**src/rtl/dump_hex_formatter.sv**
```systemverilog
// Converts a stream of raw dump bytes into uppercase ASCII hex text, two characters
// per byte, with CR LF after every BYTES_PER_LINE bytes or after the last byte of a dump.
module dump_hex_formatter #(
  parameter int BYTES_PER_LINE = 4
) (
  input  logic       comm_clock,
  input  logic       reset,
  input  logic       in_valid,
  output logic       in_ready,
  input  logic [7:0] in_data,
  input  logic       in_last,
  output logic       out_valid,
  input  logic       out_ready,
  output logic [7:0] out_data
);

  typedef enum logic [2:0] {
    IDLE = 3'd0,
    HI   = 3'd1,
    LO   = 3'd2,
    CR   = 3'd3,
    LF   = 3'd4
  } state_t;

  localparam logic [7:0] LAST_IDX = 8'(BYTES_PER_LINE - 1);

  state_t     state_q, state_d;
  logic [7:0] byte_q, byte_d;
  logic       last_q, last_d;
  logic [7:0] cnt_q, cnt_d;
  logic       in_ready_q, in_ready_d;
  logic       out_valid_q, out_valid_d;
  logic [7:0] out_data_q, out_data_d;
  logic       eol;

  function automatic logic [7:0] hex_char(input logic [3:0] nib);
    if (nib < 4'd10) begin
      return 8'h30 + {4'h0, nib};
    end
    return 8'h37 + {4'h0, nib};
  endfunction

  always_ff @(posedge comm_clock or posedge reset) begin
    if (reset) begin
      state_q     <= IDLE;
      byte_q      <= 8'h00;
      last_q      <= 1'b0;
      cnt_q       <= 8'h00;
      in_ready_q  <= 1'b0;
      out_valid_q <= 1'b0;
      out_data_q  <= 8'h00;
    end else begin
      state_q     <= state_d;
      byte_q      <= byte_d;
      last_q      <= last_d;
      cnt_q       <= cnt_d;
      in_ready_q  <= in_ready_d;
      out_valid_q <= out_valid_d;
      out_data_q  <= out_data_d;
    end
  end

  // All outputs are registered from next-state values, so handshake inputs never
  // reach in_ready/out_valid/out_data combinationally.
  always_comb begin
    state_d    = state_q;
    byte_d     = byte_q;
    last_d     = last_q;
    cnt_d      = cnt_q;
    eol        = (cnt_q == LAST_IDX) || last_q;
    out_data_d = 8'h00;

    case (state_q)
      IDLE: begin
        if (in_valid && in_ready_q) begin
          byte_d  = in_data;
          last_d  = in_last;
          state_d = HI;
        end
      end
      HI: begin
        if (out_ready) state_d = LO;
      end
      LO: begin
        if (out_ready) begin
          if (eol) begin
            cnt_d   = 8'h00;
            state_d = CR;
          end else begin
            cnt_d   = cnt_q + 8'd1;
            state_d = IDLE;
          end
        end
      end
      CR: begin
        if (out_ready) state_d = LF;
      end
      LF: begin
        if (out_ready) state_d = IDLE;
      end
      default: state_d = IDLE;
    endcase

    in_ready_d  = (state_d == IDLE);
    out_valid_d = (state_d != IDLE);

    case (state_d)
      HI:      out_data_d = hex_char(byte_d[7:4]);
      LO:      out_data_d = hex_char(byte_d[3:0]);
      CR:      out_data_d = 8'h0D;
      LF:      out_data_d = 8'h0A;
      default: out_data_d = 8'h00;
    endcase
  end

  assign in_ready  = in_ready_q;
  assign out_valid = out_valid_q;
  assign out_data  = out_data_q;

endmodule

```
**config.mk**
```make
export PLATFORM = sky130hd
export DESIGN_NAME = dump_hex_formatter
export DESIGN_NICKNAME = d
export VERILOG_FILES = /design/src/rtl/dump_hex_formatter.sv
export SDC_FILE = /design/constraint.sdc
export NUM_CORES = 1
export LEC_CHECK = 0
export CAP_MARGIN = 5
export CORE_MARGIN = 2
export CORE_UTILIZATION = 53
export DETAILED_ROUTE_END_ITERATION = 10
export PLACE_DENSITY_LB_ADDON = 0.08
export SLEW_MARGIN = 15
export SYNTH_ARGS = -nofsm -noshare
export SYNTH_HDL_FRONTEND = slang
export SYNTH_SLANG_ARGS = --single-unit
```
**constraint.sdc**
```tcl
create_clock -name comm_clock -period 3.2 [get_ports comm_clock]
set_clock_uncertainty 0.1 [all_clocks]
set_input_delay 0.64 -clock comm_clock [delete_from_list [all_inputs] [get_ports comm_clock]]
set_output_delay 0.64 -clock comm_clock [all_outputs]
set_load 0.1 [all_outputs]
```
Word-level counts from Yosys, hierarchy flattened:

Cells that the tools add are included.

* $add $sub $neg: 5
* reductions and logical operators: 7
* multiplexer cells: 19
* order comparisons: 2
* equality and inequality tests: 9

Operators by type and width (number)
* 8-bit two-way mux: 7
* 8-bit one-hot mux with 4 select lines: 1
* 6-bit by 4-bit adder with 7-bit output (first input constant): 4
* 3-bit two-way mux: 5
* 3-bit one-hot mux with 5 select lines: 1
* 3-bit by 2-bit equality test with 1-bit output (second input constant): 4
* 8-bit by 1-bit adder with 8-bit output (second input constant): 1
* 8-bit by 2-bit equality test with 1-bit output (second input constant): 1
* 4-bit < comparator (second input constant): 2
* 3-bit by 1-bit equality test with 1-bit output (second input constant): 2
* 3-bit equality test (second input constant): 2
* 3-bit logical NOT: 2
* 1-bit two-way mux: 4
* 2-bit AND reduction: 2
* 3-bit nonzero test: 1
* 2-bit two-way mux: 1
* 1-bit logical AND: 1
* 1-bit logical OR: 1

* input bits: 13
* output and inout bits: 10
* register bits after elaboration: 30

Logic depth before layout (Yosys ltp):

Gate-level depths: netlist of run 1.

* depth in word-level cells: 9
* gate-level depth with buffers: 10
* gate-level depth less buffers: 9

Worst setup path after synthesis of run 1:

OpenSTA, ideal clock, no wires.

* kind: register -> register
* start point: register in_ready_q (netlist: in_ready)
* end point: register out_data_q[1] (netlist: out_data[1])
* cell stages (with the launch flop): 9
* arrival: 2.725 ns
* required time: 3.024 ns
* period minus slack after synthesis: 2.901 ns
* setup time: 0.076 ns
* path slack: 0.299 ns
* buffers on the path: 2
* cells stage by stage: dfrtp_1 nor4b_2 and2_1 buf_6 buf_12 mux2i_1 ha_1 a221o_2 o21ai_1

* word-level cells in the longest chain between the ends: 8

RTL lines
* start: declaration: line 31 `logic in_ready_q, in_ready_d;`
* start signal: assignment: line 57 `in_ready_q <= in_ready_d;`
* 1-bit logical AND (*): line 75 `if (in_valid && in_ready_q) begin`
* 8-bit two-way mux: line 75
* 8-bit two-way mux: line 73 `case (state_q)`
* 4-bit < comparator: line 37 `if (nib < 4'd10) begin`
* 1-bit two-way mux: line 37
* 1-bit two-way mux: line 107 `case (state_d)`
* 8-bit two-way mux: line 40 `return 8'h37 + {4'h0, nib};`
* 8-bit one-hot mux with 4 select lines (*): line 107
* named net out_data_d[1]: line 33 `logic [7:0] out_data_q, out_data_d;`
* end signal: assignment: line 59 `out_data_q <= out_data_d;`
* end: declaration: line 33

Mark *: on every way through the listed nets, which the timed path passes. The rest lies on a longest branch. The select of a mux whose other input is x is not followed.
A chain may end at the register's enable or synchronous reset.

Worst setup path in the final report of run 1:

* start point: register state_q[2]
* end point: register out_data_q[6] (netlist: out_data[6])

* word-level cells in the longest chain between the ends: 7

RTL lines
* start: declaration: line 27 `state_t state_q, state_d;`
* start signal: assignment: line 53 `state_q <= state_d;`
* 3-bit logical NOT (*): line 73
* 8-bit two-way mux (*): line 73
* named net byte_d[0]: line 28 `logic [7:0] byte_q, byte_d;`
* 4-bit < comparator: line 37
* 1-bit two-way mux: line 37
* 1-bit two-way mux: line 107
* 8-bit two-way mux (*): line 40
* 8-bit one-hot mux with 4 select lines (*): line 107
* named net out_data_d[6]: line 33

Marked as above.

==> results of run 1 <==
state kept, by name, indices dropped and copies added (netlist names):
register and flops:
cnt_q 8, byte_q 8, state_q 3, last_q 1, out_data 7, out_valid 1, in_ready 1
power breakdown:
part | switching, mW | internal, mW | leakage, nW
Sequential | 0.0908 | 0.503 | 0.371
Clock | 0.135 | 0.187 | 0.0455
Combinational | 0.770 | 0.397 | 0.435
cells by family after synthesis:
group	after synthesis	synth area share, %
AO/OA/AOI/OAI	39	17.6
AND/OR/NAND/NOR	49	18.1
buffers and inverters	17	6.32
multiplexers	9	6.72
flip-flops	29	46.4
adder cells (fa/ha/maj)	3	2.40
other	1	0.240
XOR/XNOR	4	2.24
metal layers:
layer	global-route usage, %	share of wire, %
met5	0	0
met3	7.25	4.1
met4	8.64	2.2
met1	25.4	46
met2	33.9	48
Yosys cell counts (3+ instances only):
master / count / area share, %
nor2_1: 10 / 2.4
a31o_2: 3 / 1.7
inv_1: 12 / 2.9
mux2i_1: 3 / 1.9
mux2_2: 4 / 2.9
a21oi_1: 8 / 2.6
nand3_1: 10 / 3.2
nor3_1: 5 / 1.6
dfrtp_1: 29 / 46
ha_1: 3 / 2.4
nand2_1: 8 / 1.9
o21ai_0: 10 / 3.2
cell type report:
| class | count | area [sq um] |
|---|---|---|
| Inverter | 12 | 45.0 |
| Clock inverter | 1 | 30.0 |
| Clock buffer | 7 | 55.1 |
| Fill cell | 214 | 937 |
| Tap cell | 31 | 38.8 |
| Multi-Input combinational cell | 105 | 739 |
| Sequential cell | 29 | 726 |
| Timing Repair Buffer | 24 | 210 |
worst reg2reg max path: cells and delay by family, from the launching register on:
kind / cells / cell delay [ps]
simple gates: 3 / 830
compound gates: 3 / 440
flops: 1 / 440
mux: 1 / 410
fa+ha+maj: 1 / 170
buf+inv: 1 / 70
stage by stage:
step                      power, mW  instances  hold WS [ps]  cell area [sq um]
after global routing           2.21        209           437               1840
after CTS                      2.09        209           420               1840
after detailed placement       1.76        201           403               1760
after floorplan                1.54        151           368               1560
after global placement         1.73        201           396               1760
final                          2.08        209           416               1840
path summary, 6_finish.rpt:
path / startpoint / endpoint / slack [ps]
max: state_q[2] / out_data[6] / 640
min reg2reg: cnt_q[6] / cnt_q[6] / 420
max in group asynchronous: reset / byte_q[0] / 2160
min: cnt_q[6] / cnt_q[6] / 420
max reg2reg: state_q[2] / out_data[6] / 640
min in group asynchronous: reset / cnt_q[7] / 560
==> impl_metrics.env, run 1 <==
export IMPL_hold_buffers=0
export IMPL_initial_core_util_pct=56.2
export IMPL_path_class="flop to flop"
export IMPL_grt_usage_pct=20.9
export IMPL_tns_ps=0
export IMPL_fin_crit_ps=2560
export IMPL_grt_max_degree=30
export IMPL_diodes=0
export IMPL_crit_path_start_kind="flop"
export IMPL_core_sq_um=2780
export IMPL_syn_nets=167
export IMPL_cp_depth=9
export IMPL_hold_depth=1
export IMPL_area_growth_pct=17.9
export IMPL_worstRegToRegCells=9
export IMPL_utilization_pct=66.3
export IMPL_place_congestion=0.813
export IMPL_die_area_sq_um=3400
export IMPL_drtIter0Drc=50
export IMPL_synth_distinct_cells=49
export IMPL_antenna_found_initial=0
export IMPL_tritoncts="built"
export IMPL_syn_inst=151
export IMPL_synth_warnings=0
export IMPL_dieWidth_microns=58.3
export IMPL_cpPeakStageDelay_ps=440
export IMPL_irDropWorstVdd_mv=1.12
export IMPL_synth_async_reset_ratio_pct=100
export IMPL_slew_viol_final=0
export IMPL_hold_path_class="flop to flop"
export IMPL_setup_viol=0
export IMPL_gr_total_overflow=0
export IMPL_layout_setup_ws_ps=637
export IMPL_synth_seq_cells=29
export IMPL_synthFlopType="dfrtp_1"
export IMPL_cts_setup_buffers=0
export IMPL_endpoint_kind="flop"
export IMPL_synth_seq_area_share_pct=46.4
export IMPL_status="finished clean"
export IMPL_clkSinkCount=29
export IMPL_finalWirelength_mm=3.10
export IMPL_most_common_layout_cells="dfrtp_1 (29), inv_1 (12), clkdlybuf4s50_1 (12), buf_4 (12)"
export IMPL_path_cells="nor4b_2, and2_1, mux2_2, inv_1, ha_1, a21oi_1, o21ai_0, nor3_1, a31o_1"
export IMPL_timing_hold_violations_final=0
export IMPL_worst_path_max_delay_cell="dfrtp_1"
export IMPL_hpwl_mm=2.26
export IMPL_layout_worst_path_cycle_share_pct=80.1
export IMPL_ctsHtreeMaxLevel=2
export IMPL_drive_gt1_share_pct=22.5
export IMPL_path_delay_family="simple AND/OR/NAND/NOR gates"
export IMPL_nets=193
export IMPL_route_detailed_drc=0
export IMPL_cts_path_max_buffers=2
export IMPL_cts_resized=0
export IMPL_p_per_area_nw_per_um2=1130
export IMPL_critPathRequiredTime_ps=3330
export IMPL_vias=1212
export IMPL_root_buffer="clkbuf_4"
export IMPL_drt_vias_per_instance=5.80
export IMPL_layout_commonest_cell="dfrtp_1"
export IMPL_rsz0062_at_grt="false"
export IMPL_power_leakage_nw=0.851
export IMPL_drt_pre_antenna_iters=4
export IMPL_grt_pass1_wl_mm=5.18
export IMPL_path_buf_inv=1
export IMPL_synth_edf_count=0
export IMPL_fp_dieH_microns=58.3
export IMPL_crit_fanout=6
export IMPL_clkLatencyLatePin_ps=340
export IMPL_grt_pass1_vias=1166
export IMPL_max_clock_freq_ghz=0.390
export IMPL_rows=19
export IMPL_ant_nets=0
export IMPL_path_clk_slew_ps=100
export IMPL_worstPathArrival_ps=2700
export IMPL_cap_violations=0
export IMPL_dp_slack_ps=380
export IMPL_cts_inserted_buffers=5
export IMPL_io_buffers=21
export IMPL_wl_per_cell_microns=14.8
export IMPL_num_io_pins=23
export IMPL_avgSynthCellArea_sq_um=10.4
export IMPL_synth_area_sq_um=1560
Power figures use the tool's default switching activity.
==> run 2: changes to the inputs <==
--- a/config.mk
+++ b/config.mk
@@ -7,7 +7,7 @@
 export LEC_CHECK = 0
 export CAP_MARGIN = 5
 export CORE_MARGIN = 2
-export CORE_UTILIZATION = 53
+export CORE_UTILIZATION = 48
 export DETAILED_ROUTE_END_ITERATION = 10
 export PLACE_DENSITY_LB_ADDON = 0.08
 export SLEW_MARGIN = 15
==> constraint.sdc (replaced) <==
create_clock -name comm_clock -period 2.3 [get_ports comm_clock]
set_clock_uncertainty 0.1 [all_clocks]
set_input_delay 0.46 -clock comm_clock [delete_from_list [all_inputs] [get_ports comm_clock]]
set_output_delay 0.46 -clock comm_clock [all_outputs]
set_load 0.1 [all_outputs]
==> impl_metrics.env, run 2 (synthesis gave the netlist of run 1 again) <==
export IMPL_status="finished with violations"
export IMPL_violations="setup timing"
export IMPL_hold_path_class="input port to asynchronous set/reset pin"
export IMPL_hpwl_mm=2.55
export IMPL_drt_pre_antenna_iters=4
export IMPL_worstRegToRegCells=9
export IMPL_switchingPower_mw=1.47
export IMPL_area_growth_pct=32.2
export IMPL_clkLatencyLatePin_ps=330
export IMPL_num_io_pins=23
export IMPL_design_area_sq_um=2070
export IMPL_grt_max_degree=30
export IMPL_p_per_area_nw_per_um2=1520
export IMPL_endpoint_kind="flop"
export IMPL_ctsHtreeMaxLevel=2
export IMPL_holdWs_ps=386
export IMPL_r2r_start="state_q[1]"
export IMPL_drt_vias_per_instance=5.27
export IMPL_layout_worst_path_cycle_share_pct=100
export IMPL_initial_core_util_pct=50.8
export IMPL_io_buffers=21
export IMPL_tritoncts="built"
export IMPL_internal_power_mw=1.67
export IMPL_dp_slack_ps=-318
export IMPL_wl_per_cell_microns=13.7
export IMPL_seqPwrFrac_pct=26.4
export IMPL_grt_pass1_wl_mm=5.62
export IMPL_cap_violations=0
export IMPL_cts_inserted_buffers=5
export IMPL_cp_startpoint="state_q[1]"
export IMPL_setup_viol=1
export IMPL_die_area_sq_um=3730
export IMPL_layout_commonest_cell="buf_4"
export IMPL_placed_cell_area_sq_um=1970
export IMPL_pwr_share_clk_pct=9.3
export IMPL_rsz0062_at_grt="true"
export IMPL_crit_fanout=6
export IMPL_irDropWorstVdd_mv=0.927
export IMPL_utilization_pct=67.2
export IMPL_critPathRequiredTime_ps=2420
export IMPL_core_sq_um=3080
export IMPL_layout_setup_ws_ps=-4.03
export IMPL_grt_usage_pct=21.1
export IMPL_most_common_layout_cells="buf_4 (36), dfrtp_1 (28), clkdlybuf4s50_1 (12)"
export IMPL_fp_dieH_microns=61.1
export IMPL_hold_buffers=0
export IMPL_ant_nets=0
export IMPL_cts_path_max_buffers=2
export IMPL_gr_total_overflow=0
export IMPL_crit_path_start_kind="flop"
export IMPL_nets=218
export IMPL_antenna_found_initial=0
export IMPL_drive_gt1_share_pct=35.5
export IMPL_path_clk_slew_ps=100
export IMPL_finalWirelength_mm=3.39
export IMPL_vias=1301
export IMPL_diodes=0
export IMPL_power_leakage_nw=0.973
export IMPL_route_detailed_drc=0
export IMPL_slew_viol_final=0
export IMPL_p_sw_share_pct=46.8
export IMPL_root_buffer="clkbuf_4"
export IMPL_pwr_share_comb_pct=64.3
export IMPL_timing_hold_violations_final=0
export IMPL_regToRegSetupSlack_ps=-4
export IMPL_place_congestion=0.854
export IMPL_grt_pass1_vias=1285
export IMPL_rows=20
export IMPL_dieWidth_microns=61.1
export IMPL_max_clock_freq_ghz=0.434
export IMPL_clkSinkCount=29
export IMPL_worstPathArrival_ps=2420
export IMPL_tns_ps=-4.03
export IMPL_fin_crit_ps=2300
export IMPL_drtIter0Drc=77
export IMPL_reg2reg_to="out_data[6]"
export IMPL_path_class="flop to flop"
## run 2: final cells by class
class	count	area (sq um)
Fill cell	251	1010
Multi-Input combinational cell	105	786
Sequential cell	29	729
Timing Repair Buffer	49	402
Tap cell	44	55.1
Inverter	12	45.0
Clock buffer	6	41.3
Clock inverter	2	10.0
## run 2: worst max-delay path, stage by stage, from the launching register on
cell	delay, ps
dfrtp_1	420
nor4b_4	350
and2_4	260
mux2_4	320
inv_1	60
ha_2	180
a21oi_1	50
o21ai_1	190
nor3_1	70
a31o_1	200
## run 2: how the worst max path moves through the flow
stage,to,slack (ps),depth (start not counted)
3_3_place_gp,out_data[1],-250,7
6_report,out_data[6],-4,9
4_1_cts,out_data[6],20,9
2_1_floorplan,out_data[1],-120,8
5_1_grt,out_data[6],-90,9
3_5_place_dp,out_data[6],-320,9
## run 2: power groups by stage
stage / Clock [mW] / Combinational (mW) / Sequential, mW
CTS: 0.305 / 1.94 / 0.830
global placement: 0 / 1.89 / 0.832
global route: 0.330 / 2.20 / 0.850
finish: 0.293 / 2.02 / 0.829
detailed placement: 0 / 1.92 / 0.839
floorplan: 0 / 0.931 / 1.26
## run 2: routing by layer
| metal | global-route usage, % | wire length, microns | vias up |
|---|---|---|---|
| met4 | 9.32 | 84 | 0 |
| met1 | 25.8 | 1420 | 624 |
| met3 | 5.67 | 152 | 9 |
| met5 | 0 | 0 | - |
| met2 | 35.0 | 1730 | 32 |
| li1 | - | - | 636 |
## run 2: what timing repair did
item,4_1_cts,5_1_grt
resized for setup,2,7
cloned,0,0
setup buffers,0,2
endpoints found under the setup margin,5,5
hold endpoints to repair,0,0
pin swaps,0,4
## run 2: stage by stage
step	power, mW	instances
after CTS	3.07	245
after global routing	3.38	247
after floorplan	2.19	151
after global placement	2.72	237
after detailed placement	2.76	237
final	3.14	247
==> run 3: changes to the inputs <==
==> constraint.sdc (replaced) <==
create_clock -name comm_clock -period 1.9 [get_ports comm_clock]
set_clock_uncertainty 0.1 [all_clocks]
set_input_delay 0.38 -clock comm_clock [delete_from_list [all_inputs] [get_ports comm_clock]]
set_output_delay 0.38 -clock comm_clock [all_outputs]
set_load 0.1 [all_outputs]
==> impl_metrics.env, run 3 (synthesis gave the netlist of run 1 again) <==
export IMPL_endpoint_kind="flop"
export IMPL_internal_power_mw=2.77
export IMPL_antenna_found_initial=0
export IMPL_layout_setup_ws_ps=-380
export IMPL_grt_pass1_wl_mm=7.41
export IMPL_clkLatencyLatePin_ps=350
export IMPL_path_clk_slew_ps=100
export IMPL_grt_usage_pct=28.6
export IMPL_fillers=164
export IMPL_io_buffers=21
export IMPL_path_class="flop to flop"
export IMPL_pwr_share_comb_pct=71.8
export IMPL_pwr_share_clk_pct=7.5
export IMPL_fin_crit_ps=2280
export IMPL_dieWidth_microns=61.1
export IMPL_ctsHtreeMaxLevel=2
export IMPL_most_common_layout_cells="buf_4 (46), dfrtp_1 (28), clkdlybuf4s50_1 (12), buf_6 (12), buf_12 (10)"
export IMPL_cts_path_max_buffers=2
export IMPL_design_area_sq_um=2590
export IMPL_diodes=0
export IMPL_core_sq_um=3080
export IMPL_cap_violations=0
export IMPL_seq_area_sq_um=729
export IMPL_p_sw_share_pct=44.7
export IMPL_r2r_start="state_q[2]"
export IMPL_seqPwrFrac_pct=20.7
export IMPL_multi_input_area_sq_um=903
export IMPL_irDropWorstVdd_mv=1.24
export IMPL_drtIter0Drc=65
export IMPL_die_area_sq_um=3730
export IMPL_root_buffer="clkbuf_4"
export IMPL_tritoncts="built"
export IMPL_hold_path_class="input port to asynchronous set/reset pin"
export IMPL_rsz0062_at_grt="true"
export IMPL_slew_viol_final=0
export IMPL_num_io_pins=23
export IMPL_power_leakage_nw=1.19
export IMPL_rows=20
export IMPL_status="finished with violations"
export IMPL_cp_startpoint="state_q[2]"
export IMPL_hold_buffers=0
export IMPL_fp_dieH_microns=61.1
export IMPL_layout_commonest_cell="buf_4"
export IMPL_gr_total_overflow=0
export IMPL_p_per_area_nw_per_um2=1940
export IMPL_max_clock_freq_ghz=0.439
export IMPL_finalWirelength_mm=4.69
export IMPL_clkSinkCount=29
export IMPL_crit_fanout=4
export IMPL_drive_gt1_share_pct=50.9
export IMPL_initial_core_util_pct=50.8
export IMPL_vias=1491
export IMPL_area_growth_pct=65.5
export IMPL_cts_inserted_buffers=5
export IMPL_hpwl_mm=2.88
export IMPL_grt_max_degree=30
export IMPL_drt_pre_antenna_iters=4
export IMPL_layout_worst_path_cycle_share_pct=120
export IMPL_nets=249
export IMPL_crit_path_start_kind="flop"
export IMPL_place_congestion=0.833
export IMPL_placed_cell_area_sq_um=2240
export IMPL_wl_per_cell_microns=16.9
export IMPL_timing_hold_violations_final=0
export IMPL_ant_nets=0
export IMPL_setup_viol=11
export IMPL_violations="setup timing"
export IMPL_grt_pass1_vias=1578
export IMPL_worstPathArrival_ps=2470
export IMPL_drt_vias_per_instance=5.36
export IMPL_critPathRequiredTime_ps=2090
export IMPL_tns_ps=-2230
export IMPL_switchingPower_mw=2.24
export IMPL_route_detailed_drc=0
## run 3: cell count changes in the layout (fill, tap and decap cells not counted), moves of 3 or more
cell     delta
buf_12     +10
inv_1       -4
a21oi_1     -3
buf_6      +11
buf_4      +10
## run 3: routing by layer
metal / global-route usage (%) / wire [microns] / up-vias
li1: - / - / 703
met1: 33.2 / 1830 / 718
met2: 46.7 / 2490 / 54
met3: 8.82 / 204 / 16
met4: 16.5 / 173 / 0
met5: 0 / 0 / -
## run 3: critical path, stage by stage (launching register included)
cell and delay [ps]:
dfrtp_1 410, nor4b_4 310, and2_4 210, buf_6 130
mux2_4 320, inv_4 70, ha_4 200, a221o_2 360
o21ai_1 110
## run 3: final cells by class
class | instances | area share, %
clock buffers | 8 | 1.88
repair buffers | 80 | 30.9
inverters | 12 | 1.98
well taps | 44 | 2.13
flip-flops and latches | 29 | 28.2
multi-input cells | 105 | 34.9
## run 3: timing repair
item                                    in CTS  in global routing
pin swaps                                   10                  7
buffers inserted                            12                  4
gates cloned                                 0                  0
endpoints found under the setup margin      10                 20
gates resized for setup                     29                 21
## run 3: power by group through the flow
stage | sequential [mW] | clock, mW | combinational (mW)
2_1_floorplan | 1.53 | 0 | 1.13
3_3_place_gp | 1.03 | 0 | 2.69
3_5_place_dp | 1.04 | 0 | 2.77
4_1_cts | 1.04 | 0.380 | 3.19
5_1_grt | 1.06 | 0.412 | 3.78
6_report | 1.04 | 0.376 | 3.60
## run 3: metrics by stage
stage | util [%] | hold WS [ps] | total power, mW | instances | setup slack, ps
detailed placement | 72.8 | 432 | 3.81 | 256 | -562
floorplan | - | 358 | 2.65 | 151 | -521
finish | 84.1 | 299 | 5.01 | 278 | -380
CTS | 80.6 | 307 | 4.61 | 275 | -351
global route | 84.1 | 355 | 5.25 | 278 | -492
global placement | 72.8 | 425 | 3.71 | 256 | -516
## run 3: final timing paths
kind	endpoint	cells past startpoint	slack, ps
max	out_data[1]	8	-380
min	byte_q[4]	3	300
max reg2reg	out_data[1]	8	-380
min reg2reg	cnt_q[7]	2	480
max in group asynchronous	in_ready	3	1080
min in group comm_clock	cnt_q[7]	2	480
